File: config.mk
export PLATFORM = sky130hd
export DESIGN_NAME = vga_fetch
export DESIGN_NICKNAME = d
export VERILOG_FILES = /design/src/rtl/vga_fetch_pkg.sv /design/src/rtl/vga_fetch_addr_gen.sv /design/src/rtl/vga_fetch.sv
export SDC_FILE = /design/constraint.sdc
export NUM_CORES = 1
export LEC_CHECK = 0
export ABC_AREA = 1
export CORE_MARGIN = 5
export CORE_UTILIZATION = 29
export DETAILED_ROUTE_END_ITERATION = 8
export MAX_ROUTING_LAYER = met4
export PLACE_DENSITY_LB_ADDON = 0.25
export SETUP_SLACK_MARGIN = 0.4
export SLEW_MARGIN = 25
export SYNTH_ARGS = -nofsm -noshare
export SYNTH_HDL_FRONTEND = slang
export SYNTH_SLANG_ARGS = --single-unit
File: constraint.sdc
create_clock -name clock -period 7.5 [get_ports clock]
set_input_delay 1.5 -clock clock [delete_from_list [all_inputs] [get_ports clock]]
set_output_delay 1.5 -clock clock [all_outputs]
set_load 0.01 [all_outputs]
File: src/rtl/vga_fetch_pkg.sv
// vga_fetch_pkg: shared constants and FSM state encoding for the VGA fetch block.
// Holds memory/address widths, frame geometry, bank base and ZBT read latency.
package vga_fetch_pkg;
    localparam int LOG_MEM      = 36;
    localparam int LOG_ADDR     = 19;
    localparam int IDX_W        = 18;
    localparam int FRAME_WORDS  = 153600;
    localparam int BANK_OFFSET  = 262144;
    localparam int ZBT_READ_LAT = 2;
    typedef enum logic [1:0] {IDLE, REQ, WAIT, DONE} state_t;
endpackage

File: src/rtl/vga_fetch_addr_gen.sv
// fetch_addr_gen: raster read pointer and display bank register.
// Ports: clock/reset; frame_flag+display_bank restart the frame on a new bank;
// advance steps the pointer (wrapping at frame end); word_index and addr out.
module fetch_addr_gen #(
    parameter int ADDR_W      = vga_fetch_pkg::LOG_ADDR,
    parameter int FRAME_WORDS = vga_fetch_pkg::FRAME_WORDS,
    parameter int BANK_OFFSET = vga_fetch_pkg::BANK_OFFSET
) (
    input  logic                            clock,
    input  logic                            reset,
    input  logic                            frame_flag,
    input  logic                            display_bank,
    input  logic                            advance,
    output logic [vga_fetch_pkg::IDX_W-1:0] word_index,
    output logic [ADDR_W-1:0]               addr
);
    import vga_fetch_pkg::*;
    logic [IDX_W-1:0] idx_q, idx_d;
    logic             bank_q, bank_d;
    // A frame restart beats a same-cycle advance.
    always_comb begin
        bank_d = frame_flag ? display_bank : bank_q;
        idx_d  = frame_flag ? '0 :
                 advance    ? ((idx_q == IDX_W'(FRAME_WORDS - 1)) ? '0 : idx_q + IDX_W'(1)) :
                              idx_q;
    end
    always_ff @(posedge clock or posedge reset) begin
        if (reset) begin
            idx_q  <= '0;
            bank_q <= 1'b0;
        end else begin
            idx_q  <= idx_d;
            bank_q <= bank_d;
        end
    end
    assign word_index = idx_q;
    assign addr       = (bank_q ? ADDR_W'(BANK_OFFSET) : '0) + ADDR_W'(idx_q);
endmodule

File: src/rtl/vga_fetch.sv
// vga_fetch: serves each vga_flag request with one ZBT word read via the arbiter.
// Ports: frame_flag/display_bank (frame restart), vga_flag/done_vga/vga_pixel
// (4-phase handshake to the VGA stage), mem_req/mem_addr/mem_grant/mem_rdata
// (arbiter read port), word_index and sticky overrun (debug).
module vga_fetch #(
    parameter int ADDR_W      = vga_fetch_pkg::LOG_ADDR,
    parameter int DATA_W      = vga_fetch_pkg::LOG_MEM,
    parameter int FRAME_WORDS = vga_fetch_pkg::FRAME_WORDS,
    parameter int BANK_OFFSET = vga_fetch_pkg::BANK_OFFSET,
    parameter int READ_LAT    = vga_fetch_pkg::ZBT_READ_LAT
) (
    input  logic                            clock,
    input  logic                            reset,
    input  logic                            frame_flag,
    input  logic                            display_bank,
    input  logic                            vga_flag,
    output logic                            done_vga,
    output logic [DATA_W-1:0]               vga_pixel,
    output logic                            mem_req,
    output logic [ADDR_W-1:0]               mem_addr,
    input  logic                            mem_grant,
    input  logic [DATA_W-1:0]               mem_rdata,
    output logic [vga_fetch_pkg::IDX_W-1:0] word_index,
    output logic                            overrun
);
    import vga_fetch_pkg::*;
    localparam int LAT_W = (READ_LAT > 1) ? $clog2(READ_LAT) : 1;
    state_t            state_q, state_d;
    logic              done_q, done_d, req_q, req_d, ovr_q, ovr_d;
    logic [DATA_W-1:0] pix_q, pix_d;
    logic [ADDR_W-1:0] addr_q, addr_d, next_addr;
    logic [LAT_W-1:0]  lat_q, lat_d;
    logic              advance;
    assign advance = (state_q == REQ) && mem_grant;
    fetch_addr_gen #(
        .ADDR_W(ADDR_W),
        .FRAME_WORDS(FRAME_WORDS),
        .BANK_OFFSET(BANK_OFFSET)
    ) u_addr (
        .clock(clock),
        .reset(reset),
        .frame_flag(frame_flag),
        .display_bank(display_bank),
        .advance(advance),
        .word_index(word_index),
        .addr(next_addr)
    );
    // A request dropped early still finishes: DONE sees vga_flag low and
    // releases done_vga after a single cycle.
    always_comb begin
        state_d = state_q;
        done_d  = done_q;
        req_d   = req_q;
        addr_d  = addr_q;
        pix_d   = pix_q;
        lat_d   = lat_q;
        ovr_d   = ovr_q | (frame_flag & ((state_q == REQ) | (state_q == WAIT)));
        case (state_q)
            IDLE: if (vga_flag && !done_q) begin
                state_d = REQ;
                req_d   = 1'b1;
                addr_d  = next_addr;
            end
            REQ: if (mem_grant) begin
                state_d = WAIT;
                req_d   = 1'b0;
                lat_d   = LAT_W'(READ_LAT - 1);
            end
            WAIT: if (lat_q == '0) begin
                state_d = DONE;
                pix_d   = mem_rdata;
                done_d  = 1'b1;
            end else begin
                lat_d = lat_q - LAT_W'(1);
            end
            default: if (!vga_flag) begin
                state_d = IDLE;
                done_d  = 1'b0;
            end
        endcase
    end
    always_ff @(posedge clock or posedge reset) begin
        if (reset) begin
            state_q <= IDLE;
            done_q  <= 1'b0;
            req_q   <= 1'b0;
            addr_q  <= '0;
            pix_q   <= '0;
            lat_q   <= '0;
            ovr_q   <= 1'b0;
        end else begin
            state_q <= state_d;
            done_q  <= done_d;
            req_q   <= req_d;
            addr_q  <= addr_d;
            pix_q   <= pix_d;
            lat_q   <= lat_d;
            ovr_q   <= ovr_d;
        end
    end
    assign done_vga  = done_q;
    assign vga_pixel = pix_q;
    assign mem_req   = req_q;
    assign mem_addr  = addr_q;
    assign overrun   = ovr_q;
endmodule

# After elaboration in Yosys (flattened, before gate mapping)
# Cells that the tools add are included.
dict set report word_totals {
  register_bits 80
  in_bits 42
  wordCells 57
}
dict set report classes {
  addsub 3
  n_eq_ne 8
  muxes 18
  bitwise_logic 5
  reduce_logical 14
}
# operator count
set ops {}
lappend ops {{$mux W18} 3}
lappend ops {{$add A19 B18 Y19} 1}
lappend ops {{$mux W19} 1}
lappend ops {{$add A18 B1 Y18 const B} 1}
lappend ops {{$eq A18 B18 Y1 const B} 1}
lappend ops {{$mux W2} 4}
lappend ops {{$mux W1} 6}
lappend ops {{$ne A2 B2 Y1 const B} 3}
lappend ops {{$pmux W1 S2} 3}
lappend ops {{$pmux W2 S3} 1}
lappend ops {{$reduce_and A2 Y1} 3}
lappend ops {{$reduce_and A3 Y1} 2}
lappend ops {{$reduce_bool A2 Y1} 3}
lappend ops {{$ne A4 B1 Y1 const B} 1}
lappend ops {{$reduce_and A4 Y1} 1}
lappend ops {{$eq A2 B1 Y1 const B} 1}
lappend ops {{$eq A2 B2 Y1 const B} 1}
lappend ops {{$logic_and A1 B1 Y1} 2}
lappend ops {{$logic_not A2 Y1} 1}
lappend ops {{$ne A2 B1 Y1 const B} 1}
lappend ops {{$not A1 Y1} 2}
lappend ops {{$or A1 B1 Y1} 2}
lappend ops {{$reduce_or A2 Y1} 1}
lappend ops {{$and A1 B1 Y1} 1}
lappend ops {{other kinds (2)} 2}

# Depth between registers and ports, before layout
dict set report logic_depth {
  ltp_word 4
  mapped_depth 10
  depth_no_buf 10
}

# Modules after synthesis
# A second synthesis with hierarchy kept.
dict set report unflattened {
  cells_unflattened 467
  area_unflattened_um2 3900.0
}
# mod instances cells_each area_per_inst_um2 seq_area_each_um2
set by_module_without_submodules {}
lappend by_module_without_submodules {vga_fetch 1 289 2638.8 1526.5}
lappend by_module_without_submodules {fetch_addr_gen 1 178 1261.2 475.5}

# Worst setup path before layout
# OpenSTA, ideal clock, no wires.
dict set report synth_timing {
  kind {in2reg}
  from {input vga_flag}
  to {register addr_q[1], in the netlist mem_addr[1]}
  setup_time_ns 0.125
  t_arrival_ns 2.226
  t_required_ns 7.375
  slack_ns 5.150
  path_stages 3
  path_cell_list {nand3_1 buf_2 mux2_2}
}
dict set report synth_between {
  elab_chain_len 2
}
# element line_no
set synth_rtl {}
lappend synth_rtl {{start, declared} vga_fetch.sv:16} ;# input logic vga_flag,
lappend synth_rtl {{$logic_and A1 B1 Y1} vga_fetch.sv:59} ;# IDLE: if (vga_flag && !done_q) begin
lappend synth_rtl {{$reduce_and A2 Y1 (no source line)} --}
lappend synth_rtl {{end signal, assigned} vga_fetch.sv:95} ;# addr_q <= addr_d;
lappend synth_rtl {{end, declared} vga_fetch.sv:31} ;# logic [ADDR_W-1:0] addr_q, addr_d, next_addr;
# No other way between the ends.
# A chain may end at the register's enable or synchronous reset.

# Worst setup path in the final report
dict set report layout_timing {
  from {input frame_flag}
  to {register u_addr.idx_q[11], in the netlist u_addr.word_index[11]}
}
dict set report layout_between {
  elab_chain_len 1
  word_cells_on_any_way 2
  cone_classes {1 x mux; 1 x reduce/logical}
}
# element line_no
set layout_rtl {}
lappend layout_rtl {{start, declared} vga_fetch.sv:14} ;# input logic frame_flag,
lappend layout_rtl {{$mux W18 / $reduce_bool A2 Y1 (equally long branches)} --}
lappend layout_rtl {{end signal, assigned} vga_fetch_addr_gen.sv:32} ;# idx_q <= idx_d;
lappend layout_rtl {{end, declared} vga_fetch_addr_gen.sv:18} ;# logic [IDX_W-1:0] idx_q, idx_d;
# Parallel ways exist; a longest one is shown, timed or not.

==> flow_summary_export.csv <==
group,metric,value,unit
outcome,outcome,"completed",
sta,grt_setup_unrepaired,"false",
finish,highest_count_cells_in_the_layout_ignoring_fill_and_taps,"117 x sky130_fd_sc_hd__clkdlybuf4s50_1, 80 x sky130_fd_sc_hd__dfrtp_1, 74 x sky130_fd_sc_hd__nand2_1",
clocking,cts-buffers-inserted,9,
placement,detailedPlacementHpwl,6620,um
worst_setup_path,worst_setup_path_end_kind,"register",
sta,report.final.slew_viol_count,0,
finish,most_frequent_standard_cell_in_the_layout_excluding_fill_and_tap_cells,"sky130_fd_sc_hd__clkdlybuf4s50_1",
power,ir_drop,0.104,mV
clocking,clk_pin_slew_worst_paths,0.06,ns
placement,numPlacedInstances,618,
placement,io_buffer_count,117,
worst_setup_path,worstSetupStartpointType,"input port",
finish,antenna_cells,0,
floorplanning,floorplan.core_area,12100,um^2
floorplanning,core.rowCount,40,
floorplanning,starting_utilization_of_the_core_area,0.299,
floorplanning,io_pins,118,
sta,setup_viol,0,
drt,postRouteAntennaNets,0,
clocking,post_cts.repair.setup_buffers,0,
clocking,hold_buffers,0,
grt,grt_use_total,0.132,
clocking,ctsRootBufferMaster,"sky130_fd_sc_hd__clkbuf_16",
finish,num-fill-cells,1212,
clocking,insertion_delay,0.34,ns
worst_setup_path,path_max_fanout,12,
drt,vias,2823,
min_path,hold_class,"register to register",
clocking,htree_levels,3,
floorplanning,die_width,122,um
clocking,cts_tree,"done",
placement,gp_congestion,0.793,
sta,timing.final.crit_share,0.398,
clocking,cts_resized,0,
finish,area_growth_syn_to_layout,45.0,%
floorplanning,die_area,14800,um^2
drt,remaining_drc_errors,0,
drt,route.detailed.vias_per_inst,4.45,
yosys,distinct_cell_type_count_after_synthesis,26,
sta,post-route-min-period,2.99,ns
drt,detail_route.wl_per_cell,14.3,um
yosys,netlist_top_cells_area,"sky130_fd_sc_hd__dfrtp_1 55%, sky130_fd_sc_hd__mux2_4 12%, sky130_fd_sc_hd__nand2_1 7.7%, sky130_fd_sc_hd__mux2_2 3.7%, sky130_fd_sc_hd__inv_1 3.6%",
sta,fmax,335,MHz
power,power.static_leakage,2.37,nW
flow_run,drv_cap,0,
worst_setup_path,cp_data_required_time,7.72,ns
drt,postRouteWirelength,9080,um
sta,post_route_setup_tns,0,ns
finish,fraction_of_final_layout_cells_with_drive_strength_greater_than_1,0.131,
grt,pin_count_of_the_biggest_net_entering_global_routing,81,
yosys,cell_type_with_the_highest_aggregate_area_in_the_netlist,"sky130_fd_sc_hd__dfrtp_1",
finish,stdcell_count,634,
yosys,yosys_register_bits,80,
clocking,tritoncts_num_sinks,80,
yosys,synth.avg_cell_area,10.7,um^2
sta,hold_violations,0,
yosys,synthesis.instances,339,
drt,drt-initial-drc-count,207,
sta,worst_slew_margin_rel,0.510,
floorplanning,die_height,122,um
placement,dp_slack,4.15,ns
sta,final.setup_skew,0.00621,ns
grt,grt_first_pass_wirelength,15000,um
power,powerDensity,339,nW/um^2
drt,drt-pass1-iter-count,4,
worst_setup_path,setup.worst_path.class,"input port to register",
sta,fin_ws,4.51,ns
sta,whs,0.472,ns
yosys,netlist_area,3620,um^2
clocking,ctsLongestPathBuffers,2,
yosys,syn-num-nets,386,
grt,vias_in_the_first_global_route,2908,
finish,final_net_count,508,
sta,worst_slew_pin_slew,0.735,ns
yosys,yosysWarnings,0,
yosys,yosysSeqAreaShare,0.553,
grt,grt_antenna_before_repair,0,
worst_setup_path,crit_arrival,3.21,ns
grt,globalRoute.totalOverflow,0,
yosys,synth_top_area_share,0.553,
==> state kept, by name (all words and copies together) (netlist names) <==
name	cells
vga_pixel	36
mem_addr	19
u_addr.word_index	18
state_q	2
done_vga	1
lat_q	1
mem_req	1
overrun	1
u_addr.bank_q	1
==> kinds of logic (layout without fill, tap and decap cells) <==
logic type | Yosys count | in the layout | synth area share
DFF | 80 | 80 | 0.553
AOI/OAI and AO/OA | 34 | 34 | 0.0504
buffers and inverters | 44 | 171 | 0.0618
adders and majority gates | 5 | 5 | 0.0173
xor gates and xnor gates | 6 | 6 | 0.0145
muxes | 41 | 41 | 0.158
and+or+nand+nor | 129 | 129 | 0.146
==> critical path, stage by stage <==
cell	delay, ns
sky130_fd_sc_hd__clkdlybuf4s50_1	0.53
sky130_fd_sc_hd__inv_1	0.13
sky130_fd_sc_hd__nand2_1	0.33
sky130_fd_sc_hd__nand2_1	0.21
sky130_fd_sc_hd__nor2_4	0.19
sky130_fd_sc_hd__nand2_1	0.10
sky130_fd_sc_hd__nor3_1	0.14
sky130_fd_sc_hd__nor2_1	0.07
==> cell usage after synthesis <==
library cell and instances:
sky130_fd_sc_hd__buf_2 2, sky130_fd_sc_hd__inv_2 1, sky130_fd_sc_hd__clkbuf_1 2, sky130_fd_sc_hd__buf_12 3
sky130_fd_sc_hd__nor2_4 1, sky130_fd_sc_hd__o21ai_0 24, sky130_fd_sc_hd__nand4_1 3, sky130_fd_sc_hd__ha_1 5
sky130_fd_sc_hd__mux2_4 29, sky130_fd_sc_hd__a211oi_1 1, sky130_fd_sc_hd__nor3_1 5, sky130_fd_sc_hd__mux2_2 12
sky130_fd_sc_hd__a21oi_1 4, sky130_fd_sc_hd__nand3b_1 1, sky130_fd_sc_hd__or2_1 1, sky130_fd_sc_hd__a31oi_1 1
sky130_fd_sc_hd__nand3_1 13, sky130_fd_sc_hd__nand2_1 74, sky130_fd_sc_hd__buf_6 1, sky130_fd_sc_hd__nor2_1 31
sky130_fd_sc_hd__xor2_1 6, sky130_fd_sc_hd__o2111ai_1 1, sky130_fd_sc_hd__inv_1 35, sky130_fd_sc_hd__o22ai_1 2
sky130_fd_sc_hd__dfrtp_1 80, sky130_fd_sc_hd__a21o_1 1
==> layer usage <==
layer / vias to the layer above / GRT usage / share of wire
met5: - / - / 0
met2: 95 / 0.198 / 0.46
li1: 1343 / - / -
met1: 1379 / 0.171 / 0.46
met3: 6 / 0.0395 / 0.067
met4: 0 / 0.0441 / 0.011
==> area by class of cell <==
class / count / area, um^2 / area share
flip-flops and latches: 80 / 2000 / 0.381
multi-input cells: 215 / 1400 / 0.266
repair buffers: 119 / 1190 / 0.227
clock buffers: 11 / 233 / 0.0443
well taps: 168 / 210 / 0.0400
inverters: 36 / 136 / 0.0260
clock inverters: 5 / 81.3 / 0.0155
==> where the power goes <==
part           leakage, nW  internal [mW]  total [mW]  switching (mW)
Sequential            1.02          0.555       0.619          0.0643
Combinational         1.20          0.423       0.695           0.272
Clock                0.150          0.292       0.465           0.173
Total                 2.37           1.27        1.78           0.509
==> path summary, 6_finish.rpt <==
path                       cells after the start  slack, ns        from                     to
setup / recovery                               8       4.51  frame_flag  u_addr.word_index[11]
hold / removal                                 1       0.47     overrun                overrun
setup reg to reg                               9       5.55  state_q[1]  u_addr.word_index[11]
hold reg to reg                                1       0.47     overrun                overrun
max in group asynchronous                      3       5.32       reset          vga_pixel[17]
min in group asynchronous                      3       1.69       reset           vga_pixel[5]
==> metrics by stage <==
stage                     utilization  power [mW]  area (um^2)
after floorplan                     -        1.05         3620
after global placement          0.407        1.32         4930
after detailed placement        0.407        1.33         4930
after CTS                       0.433        1.81         5250
after global routing            0.434        1.89         5250
final                           0.434        1.78         5250
Power figures use the tool's default switching activity.
